### config.mk
export PLATFORM = sky130hd
export DESIGN_NAME = darkriscv_core
export DESIGN_NICKNAME = d
export VERILOG_FILES = /design/src/rtl/darkriscv_pkg.sv /design/src/rtl/darkriscv_alu.sv /design/src/rtl/darkriscv_core.sv
export SDC_FILE = /design/constraint.sdc
export NUM_CORES = 2
export LEC_CHECK = 0
export BUFFER_PORTS_ARGS = -buffer_cell sky130_fd_sc_hd__buf_2
export CORE_ASPECT_RATIO = 1.2
export CORE_UTILIZATION = 32
export DETAILED_ROUTE_END_ITERATION = 10
export PLACE_DENSITY = 0.45
export SLEW_MARGIN = 10
export SYNTH_ARGS = -nofsm -noshare
export SYNTH_HDL_FRONTEND = slang
export SYNTH_SLANG_ARGS = --single-unit
### constraint.sdc
create_clock -name CLK -period 12.3 [get_ports CLK]
set_clock_uncertainty 0.05 [all_clocks]
set_input_delay 2.46 -clock CLK [delete_from_list [all_inputs] [get_ports CLK]]
set_output_delay 2.46 -clock CLK [all_outputs]
set_load 0.01 [all_outputs]
### src/rtl/darkriscv_pkg.sv
// Shared encodings for the darkriscv RV32I core: opcodes, funct3 codes,
// bus access sizes and reset defaults.
package darkriscv_pkg;

   typedef enum logic [6:0] {
      OPC_LUI    = 7'b0110111,
      OPC_AUIPC  = 7'b0010111,
      OPC_JAL    = 7'b1101111,
      OPC_JALR   = 7'b1100111,
      OPC_BRANCH = 7'b1100011,
      OPC_LOAD   = 7'b0000011,
      OPC_STORE  = 7'b0100011,
      OPC_OPIMM  = 7'b0010011,
      OPC_OP     = 7'b0110011
   } opcode_e;

   localparam logic [2:0] F3_ADD  = 3'd0;
   localparam logic [2:0] F3_SLL  = 3'd1;
   localparam logic [2:0] F3_SLT  = 3'd2;
   localparam logic [2:0] F3_SLTU = 3'd3;
   localparam logic [2:0] F3_XOR  = 3'd4;
   localparam logic [2:0] F3_SR   = 3'd5;
   localparam logic [2:0] F3_OR   = 3'd6;
   localparam logic [2:0] F3_AND  = 3'd7;

   localparam logic [2:0] F3_BEQ  = 3'd0;
   localparam logic [2:0] F3_BNE  = 3'd1;
   localparam logic [2:0] F3_BLT  = 3'd4;
   localparam logic [2:0] F3_BGE  = 3'd5;
   localparam logic [2:0] F3_BLTU = 3'd6;
   localparam logic [2:0] F3_BGEU = 3'd7;

   localparam logic [2:0] F3_LB   = 3'd0;
   localparam logic [2:0] F3_LH   = 3'd1;
   localparam logic [2:0] F3_LW   = 3'd2;
   localparam logic [2:0] F3_LBU  = 3'd4;
   localparam logic [2:0] F3_LHU  = 3'd5;

   localparam logic [2:0] DLEN_BYTE = 3'b001;
   localparam logic [2:0] DLEN_HALF = 3'b010;
   localparam logic [2:0] DLEN_WORD = 3'b100;

   localparam logic [31:0] NOP_INSN     = 32'h0000_0013;
   localparam logic [31:0] DEF_RESET_PC = 32'h0000_0000;
   localparam logic [31:0] DEF_RESET_SP = 32'h0000_2000;

endpackage

### src/rtl/darkriscv_alu.sv
// Combinational RV32I integer ALU; also supplies the three compare flags
// that branch resolution needs.
module darkriscv_alu
   import darkriscv_pkg::*;
(
   input  logic [31:0] a_i,
   input  logic [31:0] b_i,
   input  logic [2:0]  funct3_i,
   input  logic        alt_i,
   output logic [31:0] result_o,
   output logic        eq_o,
   output logic        lt_o,
   output logic        ltu_o
);

   logic [4:0] shamt;

   assign shamt = b_i[4:0];
   assign eq_o  = (a_i == b_i);
   assign lt_o  = ($signed(a_i) < $signed(b_i));
   assign ltu_o = (a_i < b_i);

   // alt_i selects SUB over ADD and arithmetic over logical right shift.
   always_comb begin
      result_o = '0;
      case (funct3_i)
         F3_ADD:  result_o = alt_i ? (a_i - b_i) : (a_i + b_i);
         F3_SLL:  result_o = a_i << shamt;
         F3_SLT:  result_o = {31'd0, lt_o};
         F3_SLTU: result_o = {31'd0, ltu_o};
         F3_XOR:  result_o = a_i ^ b_i;
         F3_SR:   result_o = alt_i ? 32'($signed(a_i) >>> shamt) : (a_i >> shamt);
         F3_OR:   result_o = a_i | b_i;
         F3_AND:  result_o = a_i & b_i;
         default: result_o = '0;
      endcase
   end

endmodule

### src/rtl/darkriscv_core.sv
// Two-stage (fetch/execute) RV32I core: PC, instruction register, register
// file, load/store lane handling and branch flush control.
module darkriscv_core
   import darkriscv_pkg::*;
#(
   parameter int          CPTR     = 0,
   parameter logic [31:0] RESET_PC = DEF_RESET_PC,
   parameter logic [31:0] RESET_SP = DEF_RESET_SP
) (
   input  logic        CLK,
   input  logic        RES,
   input  logic        HLT,
   input  logic [31:0] IDATA,
   output logic [31:0] IADDR,
   output logic [31:0] DADDR,
   input  logic [31:0] DATAI,
   output logic [31:0] DATAO,
   output logic [2:0]  DLEN,
   output logic        DRW,
   output logic        DWR,
   output logic        DRD,
   output logic        DAS,
   output logic [3:0]  DEBUG
);

   if (CPTR < 0) begin : gInvalidCptr
   end

   logic [31:0] pc_q, pc_d, ir_q, inst;
   logic        flush_q, flush_d, halted_q;
   logic [31:0] regs_q [32];

   // While stalled the memory may move on, so the stalled instruction is replayed from ir_q.
   assign inst = flush_q ? NOP_INSN : (halted_q ? ir_q : IDATA);

   logic [6:0]  opcode;
   logic [4:0]  rd, rs1Idx, rs2Idx;
   logic [2:0]  funct3;
   logic [31:0] immI, immS, immB, immU, immJ, rs1Val, rs2Val, pcExec;

   assign opcode = inst[6:0];
   assign rd     = inst[11:7];
   assign funct3 = inst[14:12];
   assign rs1Idx = inst[19:15];
   assign rs2Idx = inst[24:20];
   assign immI   = {{20{inst[31]}}, inst[31:20]};
   assign immS   = {{20{inst[31]}}, inst[31:25], inst[11:7]};
   assign immB   = {{19{inst[31]}}, inst[31], inst[7], inst[30:25], inst[11:8], 1'b0};
   assign immU   = {inst[31:12], 12'd0};
   assign immJ   = {{11{inst[31]}}, inst[31], inst[19:12], inst[20], inst[30:21], 1'b0};
   assign rs1Val = (rs1Idx == 5'd0) ? '0 : regs_q[rs1Idx];
   assign rs2Val = (rs2Idx == 5'd0) ? '0 : regs_q[rs2Idx];
   assign pcExec = pc_q - 32'd4;

   logic isLui, isAuipc, isJal, isJalr, isBranch, isLoad, isStore, isOpImm, isOp;

   assign isLui    = (opcode == OPC_LUI);
   assign isAuipc  = (opcode == OPC_AUIPC);
   assign isJal    = (opcode == OPC_JAL);
   assign isJalr   = (opcode == OPC_JALR);
   assign isBranch = (opcode == OPC_BRANCH);
   assign isLoad   = (opcode == OPC_LOAD);
   assign isStore  = (opcode == OPC_STORE);
   assign isOpImm  = (opcode == OPC_OPIMM);
   assign isOp     = (opcode == OPC_OP);

   logic [31:0] aluB, aluResult;
   logic        aluAlt, cmpEq, cmpLt, cmpLtu;

   assign aluB   = (isOp || isBranch) ? rs2Val : immI;
   assign aluAlt = (isOp || (isOpImm && funct3 == F3_SR)) && inst[30];

   darkriscv_alu uAlu (
      .a_i      (rs1Val),
      .b_i      (aluB),
      .funct3_i (funct3),
      .alt_i    (aluAlt),
      .result_o (aluResult),
      .eq_o     (cmpEq),
      .lt_o     (cmpLt),
      .ltu_o    (cmpLtu)
   );

   logic        taken, branchCond;
   logic [31:0] target, jalrSum;

   assign jalrSum = rs1Val + immI;

   always_comb begin
      branchCond = 1'b0;
      case (funct3)
         F3_BEQ:  branchCond = cmpEq;
         F3_BNE:  branchCond = !cmpEq;
         F3_BLT:  branchCond = cmpLt;
         F3_BGE:  branchCond = !cmpLt;
         F3_BLTU: branchCond = cmpLtu;
         F3_BGEU: branchCond = !cmpLtu;
         default: branchCond = 1'b0;
      endcase
   end

   assign taken  = isJal || isJalr || (isBranch && branchCond);
   assign target = isJalr ? {jalrSum[31:1], 1'b0} : (pcExec + (isJal ? immJ : immB));

   always_comb begin
      pc_d    = pc_q + 32'd4;
      flush_d = 1'b0;
      if (taken) begin
         pc_d    = target;
         flush_d = 1'b1;
      end
   end

   assign DADDR = rs1Val + (isStore ? immS : immI);
   assign DRD   = isLoad;
   assign DWR   = isStore;
   assign DAS   = isLoad || isStore;
   assign DRW   = !isStore;
   assign IADDR = pc_q;
   assign DEBUG = {~RES, flush_q, DRD, DWR};

   always_comb begin
      DLEN  = DLEN_WORD;
      DATAO = '0;
      if (isLoad || isStore) begin
         case (funct3[1:0])
            2'b00:   DLEN = DLEN_BYTE;
            2'b01:   DLEN = DLEN_HALF;
            default: DLEN = DLEN_WORD;
         endcase
      end
      if (isStore) begin
         case (funct3[1:0])
            2'b00:   DATAO = {4{rs2Val[7:0]}};
            2'b01:   DATAO = {2{rs2Val[15:0]}};
            default: DATAO = rs2Val;
         endcase
      end
   end

   logic [7:0]  loadByte;
   logic [15:0] loadHalf;
   logic [31:0] loadVal, wbData;
   logic        wbEn;

   assign loadHalf = DADDR[1] ? DATAI[31:16] : DATAI[15:0];

   always_comb begin
      loadByte = DATAI[7:0];
      case (DADDR[1:0])
         2'b01:   loadByte = DATAI[15:8];
         2'b10:   loadByte = DATAI[23:16];
         2'b11:   loadByte = DATAI[31:24];
         default: loadByte = DATAI[7:0];
      endcase
      loadVal = DATAI;
      case (funct3)
         F3_LB:   loadVal = {{24{loadByte[7]}}, loadByte};
         F3_LH:   loadVal = {{16{loadHalf[15]}}, loadHalf};
         F3_LBU:  loadVal = {24'd0, loadByte};
         F3_LHU:  loadVal = {16'd0, loadHalf};
         default: loadVal = DATAI;
      endcase
   end

   always_comb begin
      wbData = aluResult;
      wbEn   = isOp || isOpImm;
      if (isLui) begin
         wbData = immU;
         wbEn   = 1'b1;
      end else if (isAuipc) begin
         wbData = pcExec + immU;
         wbEn   = 1'b1;
      end else if (isJal || isJalr) begin
         wbData = pcExec + 32'd4;
         wbEn   = 1'b1;
      end else if (isLoad) begin
         wbData = loadVal;
         wbEn   = 1'b1;
      end
   end

   // Only x2 has a defined reset value; x0 is never written.
   always_ff @(posedge CLK or negedge RES) begin
      if (!RES) begin
         regs_q[2] <= RESET_SP;
      end else if (wbEn && !HLT && rd != 5'd0) begin
         regs_q[rd] <= wbData;
      end
   end

   always_ff @(posedge CLK or negedge RES) begin
      if (!RES) begin
         pc_q     <= RESET_PC;
         ir_q     <= NOP_INSN;
         flush_q  <= 1'b1;
         halted_q <= 1'b0;
      end else begin
         ir_q     <= inst;
         halted_q <= HLT;
         if (!HLT) begin
            pc_q    <= pc_d;
            flush_q <= flush_d;
         end
      end
   end

endmodule

==> flow_metrics.tcl <==
set metrics [dict create \
    synth_area_leaders "edfxtp_1 (43%), mux4_2 (8.6%), nand2_1 (6.4%)" \
    worst_slew_margin_rel_pct 7.362 \
    async_flop_share_pct 8.907 \
    synth.avg_cell_area_um2 10.13 \
    vias_per_cell 6.150 \
    cp_slowest_stage_delay_ns 0.76 \
    cp.arrival_ns 8.36 \
    cp-start-kind "input pin" \
    reg2reg_depth 25 \
    dieArea_um2 219000 \
    p_per_area_nw_per_um2 171.6 \
    fin_nets 7179 \
    start_util_pct 32.18 \
    synth_top_area_share_pct 42.87 \
    clk_latency_ns 0.80 \
    netlist_area_um2 69490 \
    cts_max_level 3 \
    cts-root-buf "clkbuf_16" \
    place_congestion 1.035 \
    postCtsSetupBuffers 0 \
    status "completed" \
    drc 0 \
    grt_pass1_wl_um 474900 \
    core_area_um2 216000 \
    synth-edff-count 992 \
    ant_nets 0 \
    cp-end-kind "output pin" \
    use_met2_pct 49.12 \
    dpl.hpwl_um 235700 \
    holdPathStages 2 \
    cpMostUsedCell "a21oi_1" \
    rows 187 \
    cts_hold_buf 0 \
    dr.pass1.iters 8 \
    worst_pin_slew_ns 1.384 \
    hold_viol_final 0 \
    die_x_um 427.4 \
    yosysSeqAreaShare_pct 46.37 \
    grtUsageMet1_pct 38.02 \
    ir_worst_vdd_mv 0.1317 \
    portBuffers 172 \
    crit_chain "buf_2 > mux2i_1 > or2_1 > inv_8 > buf_12 > mux4_2 > a22oi_1 > nand2_1 > a21oi_1 > inv_1 > ha_1 > a21oi_1 > o21ai_0 > a21oi_1 > o21ai_0 > a21o_1 > a21o_1 > a21o_1 > a21oi_1 > o21ai_0 > xor2_1 > buf_2" \
    yosysUniqueCellTypes 100 \
    crit_fanout 46 \
    fin_crit_sh_pct 88.35 \
    clkSlewWorstSetupHoldPaths_ns 0.06 \
    place_ws_ns 1.425 \
    cp_data_required_time_ns 9.79 \
    top_usage_layer "met2" \
    grt_pass1_vias 59170 \
    cts_max_path_buffers 3 \
    synth.most_common_cell "nand2_1" \
    p_leak_nw 29.03 \
    syn_inst 6859 \
    numCtsBuffers 117 \
    finalSetupTns_ns 0 \
    critical_path.slowest_cell "a21oi_1" \
    synth_flop_cell "edfxtp_1" \
    routed-via-count 60690 \
    path_class "in2out" \
    ys.warnings.count 0 \
    drive_gt1_share_pct 14.90 \
    cts_resized 0 \
    maxCapViolations 0 \
    fmax_mhz 92.02 \
    setup_viol 0 \
    yosysTopAreaCell "edfxtp_1" \
    ios 174 \
    routed_wl_um 345000 \
    antenna_found_initial 21 \
    syn_to_final_growth_pct 13.26 \
    ys_ff_latch 1089 \
    setup_slack_ns 1.433 \
    cts_tree "built" \
    min_path_type "reg2reg" \
    grt_usage_pct 30.74 \
    grt_setup_unrepaired "no" \
    slew_viol_final 0 \
    clock-sinks 1089 \
    grt_util_met3_pct 4.960 \
    overflow 0 \
    synthTopCellsByCount "nand2_1 (1,176), edfxtp_1 (992), nand3_1 (563)" \
    die_h_um 512.5 \
    grt_max_degree 125 \
    drt_first_iter_violations 7203 \
    wl_per_cell_um 34.96 \
    min_period_ns 10.87 \
]
==> layer usage <==
metal  vias to the layer above  part of all wire (%)
met3                       744                   7.2
met5                         -                 0.024
met4                        12                   7.8
li1                      25920                     -
met1                     30940                    39
met2                      3077                    46
==> registers in the layout (all words and copies together) (netlist names) <==
signal,cells
regs_q,1024
ir_q,32
halted_q,1
flush_q,1
IADDR,31
==> stage by stage <==
stage               cell area, um^2  hold WS [ns]  power, mW  util (%)  std cells
finish                        78710        0.4813      13.50     36.45       9868
global placement              74880        0.4507      9.861     34.67       9638
detailed placement            74880        0.4514      9.858     34.67       9638
CTS                           78690        0.4700      13.44     36.44       9860
floorplan                     69610        0.4099      7.665         -       6891
global route                  78700        0.5149      13.96     36.44       9864
==> worst max-delay path, delay by kind of cell <==
family / cells / cell delay [ns]
buffers and inverters: 5 / 1.26
adders and majority gates: 1 / 0.44
xor gates and xnor gates: 1 / 0.16
and+or+nand+nor: 2 / 0.53
AOI/OAI and AO/OA: 11 / 2.72
muxes: 2 / 0.61
==> kinds of logic after synthesis <==
family	after synthesis	synth area share, %
compound gates	1609	14.95
xor+xnor	180	2.279
mux	550	12.76
buf+inv	706	3.963
simple gates	2534	16.19
flops	1089	46.37
fa+ha+maj	190	3.486
other cells	1	0.005396
==> cell type report <==
type | count | area, um^2
Antenna cell | 8 | 20.02
Timing Repair Buffer | 441 | 3196
Multi-Input combinational cell | 5096 | 35210
Tap cell | 2835 | 3547
Sequential cell | 1089 | 32230
Clock inverter | 70 | 706.9
Inverter | 177 | 698.2
Clock buffer | 152 | 3099
Fill cell | 21390 | 137300
==> cells in the final DEF, fill, tap and decap left out, types with 35 or more instances in the layout <==
cell type	netlist	final
a211oi_1	101	100
a21o_1	81	80
a21oi_1	504	497
a22oi_1	137	135
a311oi_1	68	68
a31oi_1	77	73
and3_1	96	96
buf_2	50	171
buf_4	9	245
clkbuf_16	0	117
dfrtp_1	92	91
edfxtp_1	992	992
ha_1	184	184
inv_1	165	161
mux2i_1	260	260
mux4_2	266	266
nand2_1	1176	1173
nand3_1	563	563
nor2_1	388	343
nor2_4	0	36
nor3_1	94	93
o211ai_1	46	46
o21ai_0	238	237
o21bai_1	35	35
o22ai_1	47	46
xnor2_1	123	123
xor2_1	56	56
==> path summary, 6_finish.rpt <==
path	end	start	slack, ns
max in group asynchronous	regs_q[951]	RES	8.60
setup / recovery	DADDR[31]	IDATA[15]	1.43
min in group asynchronous	IADDR[1]	RES	1.48
setup reg to reg	regs_q[890]	flush_q	2.71
hold reg to reg	regs_q[954]	regs_q[954]	0.48
hold / removal	regs_q[954]	regs_q[954]	0.48
==> where the power goes <==
group          switching (mW)  total, mW  internal [mW]
clock network            1.60       3.58           1.97
registers               0.211       4.79           4.57
logic                    3.59       5.14           1.55
total                    5.41       13.5           8.10
Power figures use the tool's default switching activity.
